## src/rtl/pbru_out_split.sv

```systemverilog
// rtl/pbru_out_split.sv - wide-word FIFO plus serializer emitting narrow slices, lane 0 first
// Optional feature macro: PBRU_OUT_LAST_EN (adds o_ex_last, final-slice marker)
module pbru_out_split #(
  parameter int OUTPUT_WIDTH = 16,
  parameter int SET_NUMBER   = 64,
  parameter int INPUT_WIDTH  = OUTPUT_WIDTH * SET_NUMBER,
  parameter int FIFO_DEPTH   = 4
) (
  input  logic                    clk,
  input  logic                    rst,
  input  logic                    i_co_wr_valid,
  input  logic [INPUT_WIDTH-1:0]  i_co_data,
  output logic                    o_co_full,
  input  logic                    i_ex_rd_ready,
  output logic                    o_ex_data_valid,
  output logic [OUTPUT_WIDTH-1:0] o_ex_data,
  output logic                    o_ex_empty
`ifdef PBRU_OUT_LAST_EN
  ,
  output logic                    o_ex_last
`endif
);

  localparam int ADDR_WIDTH = $clog2(FIFO_DEPTH);
  localparam int SEL_WIDTH  = $clog2(SET_NUMBER);
  localparam logic [SEL_WIDTH-1:0] SEL_LAST = SEL_WIDTH'(SET_NUMBER - 1);

  // A word viewed as an array of slices; index i is lane i of the aggregator packing.
  typedef logic [SET_NUMBER-1:0][OUTPUT_WIDTH-1:0] word_t;

  typedef enum logic {
    ST_IDLE = 1'b0,
    ST_SEND = 1'b1
  } state_t;

  // ---------------------------------------------------------------------------
  // Wide-word FIFO
  // ---------------------------------------------------------------------------
  word_t               mem [FIFO_DEPTH];
  logic [ADDR_WIDTH:0] wr_ptr;
  logic [ADDR_WIDTH:0] rd_ptr;
  logic                fifo_full;
  logic                fifo_empty;
  logic                push;
  logic                pop;
  word_t               wr_word;
  word_t               head_word;

  // Pointers carry an extra wrap bit so full and empty are distinguishable.
  assign fifo_full  = (rd_ptr == {~wr_ptr[ADDR_WIDTH], wr_ptr[ADDR_WIDTH-1:0]});
  assign fifo_empty = (rd_ptr == wr_ptr);

  // A write while full is dropped even if the serializer pops this same cycle.
  assign push      = i_co_wr_valid && !fifo_full;
  assign wr_word   = word_t'(i_co_data);
  assign head_word = mem[rd_ptr[ADDR_WIDTH-1:0]];

  // Storage array: written on accepted pushes, never reset (contents gated by pointers).
  always_ff @(posedge clk) begin
    if (push) begin
      mem[wr_ptr[ADDR_WIDTH-1:0]] <= wr_word;
    end
  end

  // Pointer update: push and pop are independent, so simultaneous ones keep occupancy.
  always_ff @(posedge clk) begin
    if (rst) begin
      wr_ptr <= '0;
      rd_ptr <= '0;
    end else begin
      if (push) begin
        wr_ptr <= wr_ptr + 1'b1;
      end
      if (pop) begin
        rd_ptr <= rd_ptr + 1'b1;
      end
    end
  end

  // ---------------------------------------------------------------------------
  // Serializer
  // ---------------------------------------------------------------------------
  state_t               state_q;
  state_t               state_d;
  logic [SEL_WIDTH-1:0] sel_q;
  logic [SEL_WIDTH-1:0] sel_d;
  word_t                word_q;
  word_t                word_d;
  logic                 slice_taken;

  assign slice_taken = (state_q == ST_SEND) && i_ex_rd_ready;

  // Serializer state register; reset drops any partially sent word.
  always_ff @(posedge clk) begin
    if (rst) begin
      state_q <= ST_IDLE;
      sel_q   <= '0;
      word_q  <= '0;
    end else begin
      state_q <= state_d;
      sel_q   <= sel_d;
      word_q  <= word_d;
    end
  end

  // Next-state logic: step through slices, reload back-to-back from the FIFO with no bubble.
  always_comb begin
    state_d = state_q;
    sel_d   = sel_q;
    word_d  = word_q;
    pop     = 1'b0;
    case (state_q)
      ST_IDLE: begin
        if (!fifo_empty) begin
          pop     = 1'b1;
          word_d  = head_word;
          sel_d   = '0;
          state_d = ST_SEND;
        end
      end
      ST_SEND: begin
        if (slice_taken) begin
          if (sel_q != SEL_LAST) begin
            sel_d = sel_q + SEL_WIDTH'(1);
          end else if (!fifo_empty) begin
            pop    = 1'b1;
            word_d = head_word;
            sel_d  = '0;
          end else begin
            sel_d   = '0;
            state_d = ST_IDLE;
          end
        end
      end
      default: begin
        state_d = ST_IDLE;
        sel_d   = '0;
      end
    endcase
  end

  // Outputs derive only from registered state; data is forced to zero while not valid.
  assign o_ex_data_valid = (state_q == ST_SEND);
  assign o_ex_data       = o_ex_data_valid ? word_q[sel_q] : '0;
  assign o_co_full       = fifo_full;
  assign o_ex_empty      = fifo_empty && (state_q == ST_IDLE);

`ifdef PBRU_OUT_LAST_EN
  assign o_ex_last = o_ex_data_valid && (sel_q == SEL_LAST);
`endif

endmodule

```

## config.mk

```make
export PLATFORM = sky130hd
export DESIGN_NAME = pbru_out_split
export DESIGN_NICKNAME = d
export VERILOG_FILES = /design/src/rtl/pbru_out_split.sv
export SDC_FILE = /design/constraint.sdc
export NUM_CORES = 2
export LEC_CHECK = 0
export CAP_MARGIN = 20
export CORE_ASPECT_RATIO = 2
export CORE_MARGIN = 1.5
export CORE_UTILIZATION = 45
export CTS_CLUSTER_SIZE = 24
export DETAILED_ROUTE_END_ITERATION = 10
export HOLD_SLACK_MARGIN = 0.03
export PLACE_DENSITY = 0.65
export SETUP_SLACK_MARGIN = 0.3
export SYNTH_ARGS = -nofsm -noshare
export SYNTH_HDL_FRONTEND = slang
export SYNTH_SLANG_ARGS = --single-unit
```

## constraint.sdc

```tcl
create_clock -name clk -period 27.3 [get_ports clk]
set_input_delay 2.73 -clock clk [delete_from_list [all_inputs] [get_ports clk]]
set_output_delay 2.73 -clock clk [all_outputs]
set_load 0.005 [all_outputs]
```

* Word level (Yosys, flattened, before mapping)
Memory sizes are Yosys's and may differ from the RTL's. A register that Yosys moved wholly into a read port is not among the register bits. Index checks and enable logic that the tools add are counted.
Storage, ports and cells: register bits 1037, memory bits (writable) 4096, input port bits 1028, output and inout port bits 19, word-level logic and storage cells 109, memories kept 1
Cells by class: $add $sub $neg 3, order comparisons 1, eq/ne operators 6, muxes and demuxes 22, bitwise logic cells 2, reductions and logical operators 6
Memories:
- mem | depth 4, width 1024, read ports 1, clocked after memory_dff 1, write ports 1, line 39 | word_t mem [FIFO_DEPTH];
Operators with widths (number):
- $mux 1024 | 3
- $pmux 1024 s2 | 1
- $bmux 16 s6 | 1
- $mux 16 | 2
- $mux 6 | 3
- $pmux 6 s2 | 1
- $lt 6x7->1 const B | 1
- $mux 1 | 7
- $add 3x1->3 const B | 2
- $add 6x1->6 const B | 1
- $eq 3x3->1 | 2
- $ne 6x6->1 const B | 1
- $mux 2 | 2
- $ne 2x2->1 const B | 2
- $pmux 1 s2 | 2
- $reduce_and 2->1 | 2
- $logic_and 1x1->1 | 3
- $ne 2x1->1 const B | 1
- $not 1->1 | 2
- $logic_not 1->1 | 1

* Depth between registers and ports, before layout
depth in word-level cells 7, depth in mapped cells 10, depth with buffers taken out 6

* Worst setup path before layout
No wires, ideal clock.
kind input-to-reg, start point input i_co_wr_valid, end point memory mem[3][0] in the netlist's numbering, enable pin, library setup time 1533 ps, data arrival time 26165 ps, path slack -399 ps, stages 3, buffers on the path 0, path through inv_1 > a31oi_1 > and2_1
Between the ends: longest elaborated chain between the ends 3
Ends and longest elaborated chain:
- start, declared | line 11 | input logic i_co_wr_valid,
- $logic_and 1x1->1 | line 54 | assign push = i_co_wr_valid && !fifo_full;
- $mux 1 | line 60 | if (push) begin
- $mux 1 (implied by the code) | line 61 | mem[wr_ptr[ADDR_WIDTH-1:0]] <= wr_word;
- end, declared | line 39
No other way between the ends.

* Final worst setup path
start point register sel_q[1], end point output o_ex_data[14]
Between the ends: longest elaborated chain between the ends 3
Ends and longest elaborated chain:
- start, declared | line 85 | logic [SEL_WIDTH-1:0] sel_q;
- start signal, assigned | line 101 | sel_q <= sel_d;
- $bmux 16 s6 | line 144 | assign o_ex_data = o_ex_data_valid ? word_q[sel_q] : '0;
- $mux 16 (implied by the code) | line 144
- $mux 16 | line 144
- end, declared | line 16 | output logic [OUTPUT_WIDTH-1:0] o_ex_data,
No other way between the ends. The select of a mux whose other input is x is not followed.

==> load_flow_metrics.sql <==
INSERT INTO impl_metrics (metric_group, metric, value, unit) VALUES
('status', 'outcome', 'complete, no violations', ''),
('finish', 'layout.nets', '12700', ''),
('place', 'portBuffers', '1046', ''),
('clocking', 'clk_root_buffer_cell', 'clkbuf_16', ''),
('grt', 'grt_pass1_vias', '105000', ''),
('routing', 'drtAntennaViolNets', '0', ''),
('place', 'dp.cells', '16900', ''),
('synth', 'yosysTopAreaCellShare', '64.3', '%'),
('place', 'gp_congestion', '0.871', ''),
('routing', 'first_pass_iters', '6', ''),
('synth', 'synthTopCellsByArea', 'edfxtp_1 64%, mux4_2 14%, dfxtp_1 11%', ''),
('synth', 'synth.net_count', '11800', ''),
('clocking', 'tritoncts', 'yes', ''),
('clocking', 'post_cts_sizing', '0', ''),
('floorplan', 'rows', '338', ''),
('grt', 'grt_pass1_wl', '800000', 'um'),
('power', 'switchingPower', '6.47', 'mW'),
('power', 'pwr_density_cell', '96.5', 'nW/um2'),
('routing', 'wl_per_cell', '32.2', 'um'),
('synth', 'most_instantiated_library_cell_after_synthesis', 'edfxtp_1', ''),
('finish', 'relative_area_change_from_synthesis_to_final_layout', '16.4', '%'),
('synth', 'yosys.cell_types.count', '47', ''),
('timing', 'worst_slew_margin_rel', '16.4', '%'),
('clocking', 'post-cts-setup-buffers', '0', ''),
('timing', 'fin_crit', '9290', 'ps'),
('finish', 'final_util', '52.6', '%'),
('worst_setup_path', 'worst_ep_arrival_time', '6560', 'ps'),
('floorplan', 'initial_utilization', '45.2', '%'),
('finish', 'layoutNonFillerInstCount', '17900', ''),
('synth', 'synth-main-ff-cell', 'edfxtp_1', ''),
('clocking', 'cts_max_level', '5', ''),
('clocking', 'cts_inserted_buffers', '437', ''),
('clocking', 'cts.hold.buffers_added', '0', ''),
('finish', 'multiInputGateArea', '44400', 'um2'),
('floorplan', 'ioPinCount', '1047', ''),
('timing', 'fin_skew', '101', 'ps'),
('timing', 'final_max_slew_viol_count', '0', ''),
('timing', 'finalSetupViolations', '0', ''),
('clocking', 'register_clock_pin_slew_on_the_reported_worst_setup_and_hold_paths', '70', 'ps'),
('grt', 'maximum_number_of_pins_on_one_net_before_global_route_repair', '200', ''),
('finish', 'ff_latch_area', '144000', 'um2'),
('place', 'dp_hpwl', '385000', 'um'),
('worst_setup_path', 'startpoint_class_of_the_critical_path', 'register', ''),
('synth', 'postSynthAreaPerCell', '17.8', 'um2'),
('power', 'power.ir.vdd_worst', '0.000112', 'V'),
('job', 'drv_cap', '0', ''),
('power', 'total_power', '21.5', 'mW'),
('synth', 'synth_seq_cells', '5135', ''),
('routing', 'drt_iter0_markers', '10700', ''),
('timing', 'min_period_over_period', '34.0', '%'),
('floorplan', 'core_area', '423000', 'um2'),
('synth', 'ys_seq_area_share', '75.2', '%'),
('clocking', 'clkLatencyLatePin', '1040', 'ps'),
('routing', 'vias_per_cell', '5.81', ''),
('power', 'power_switching_share', '30.1', '%'),
('synth', 'yosys-top-cells-count', '4096 x edfxtp_1, 2074 x nand2_1, 1182 x mux4_2', ''),
('synth', 'synth_enable_flop_cells', '4096', ''),
('power', 'power_frac_seq', '45.7', '%'),
('grt', 'grt_antenna_before_repair', '381', ''),
('worst_setup_path', 'crit_path_end_kind', 'output pin', ''),
('grt', 'grt_remaining_overflow', '0', ''),
('power', 'p_leak', '69.7', 'nW'),
('routing', 'vias', '104000', ''),
('routing', 'drt_wl_total', '576000', 'um'),
('timing', 'hold_ws', '451', 'ps'),
('worst_setup_path', 'worstSetupPathType', 'reg2out', ''),
('timing', 'fmax', '108', 'MHz'),
('power', 'power_frac_comb', '24.2', '%'),
('floorplan', 'die_h', '925', 'um'),
('timing', 'hold_violations', '0', ''),
('timing', 'fin_setup_tns', '0', 'ps');
layout by cell type, fill, tap and decap left out, types with 5 or more instances in the layout:
cell                n
a22oi_1            75
clkinv_1           41
and3_1              7
diode_2           164
clkbuf_16         443
a221oi_1           14
clkinv_16           6
buf_12             22
nand3_1           142
buf_4             137
inv_6              17
inv_8               6
nand2_1          2074
edfxtp_1         4096
inv_1               5
a21oi_1          1040
o21ai_1             8
nand3b_1            9
nor2_1             36
bufinv_16          50
dfxtp_4             6
clkinvlp_4         26
clkdlybuf4s50_1  1045
nand4_1            46
clkinv_2           83
clkinv_4            9
buf_16             10
and2_4              6
clkbuf_8           41
clkbuf_1           90
mux4_2           1182
dfxtp_1          1033
mux2i_1           203
xnor2_1             5
ha_1                6
a31oi_1            16
per-layer routing:
metal,vias to the layer above,track usage [%],wire length [um]
met1,54200,30.9,201000
met3,1211,8.08,55900
met2,4264,44.1,288000
li1,43800,-,-
met4,276,12.4,29600
met5,-,0,1790
cells by family (layout without fill, tap and decap cells):
kind of cell | after synthesis | after routing | share of synthesized area, %
buf+inv | 695 | 2039 | 1.68
simple gates | 2348 | 2348 | 4.85
mux | 1388 | 1388 | 15.0
flops | 5135 | 5135 | 75.2
compound gates | 1163 | 1163 | 3.19
fa+ha+maj | 6 | 6 | 0.0393
xor+xnor | 7 | 7 | 0.0321
other cells | 0 | 164 | 0
worst max-delay path, cell delays in order (launching register included):
cell,delay (ps)
dfxtp_4,740
buf_4,680
buf_4,770
buf_4,700
mux4_2,470
nand3_1,110
nand4_1,300
nor3_1,700
nand4_1,170
clkdlybuf4s50_1,650
registers in the layout (all words and copies together) (netlist names), named ones only:
signal	count
wr_ptr	3
rd_ptr	3
o_ex_data_valid	1
sel_q	6
mem	4096
word_q	1024
final cells by class:
type	count	area share [%]
flip-flops and latches	5135	64.6
multi-input cells	4912	19.9
repair buffers	1215	5.49
clock buffers	574	5.38
well taps	5610	3.15
clock inverters	245	1.28
diodes	164	0.184
inverters	5	0.00843
stage by stage:
stage	instance area [um2]	setup slack, ps
6_report	223000	18010
5_1_grt	222000	17890
4_1_cts	222000	17960
3_5_place_dp	207000	17660
3_3_place_gp	207000	17730
2_1_floorplan	191000	-366
power by group through the flow:
stage | logic (mW) | registers (mW) | clock network (mW)
global route | 5.56 | 9.88 | 6.85
CTS | 5.27 | 9.81 | 6.58
finish | 5.20 | 9.82 | 6.49
detailed placement | 5.26 | 9.98 | 0
floorplan | 3.57 | 10.1 | 0
global placement | 5.20 | 9.93 | 0
final timing paths:
kind / from / slack, ps / cells past startpoint / endpoint
max: sel_q[1] / 18010 / 9 / o_ex_data[14]
min: word_q[233] / 450 / 2 / word_q[233]
max reg2reg: sel_q[1] / 20450 / 11 / word_q[666]
min reg2reg: word_q[233] / 450 / 2 / word_q[233]
Note: power is estimated with default switching activity, not from simulation.
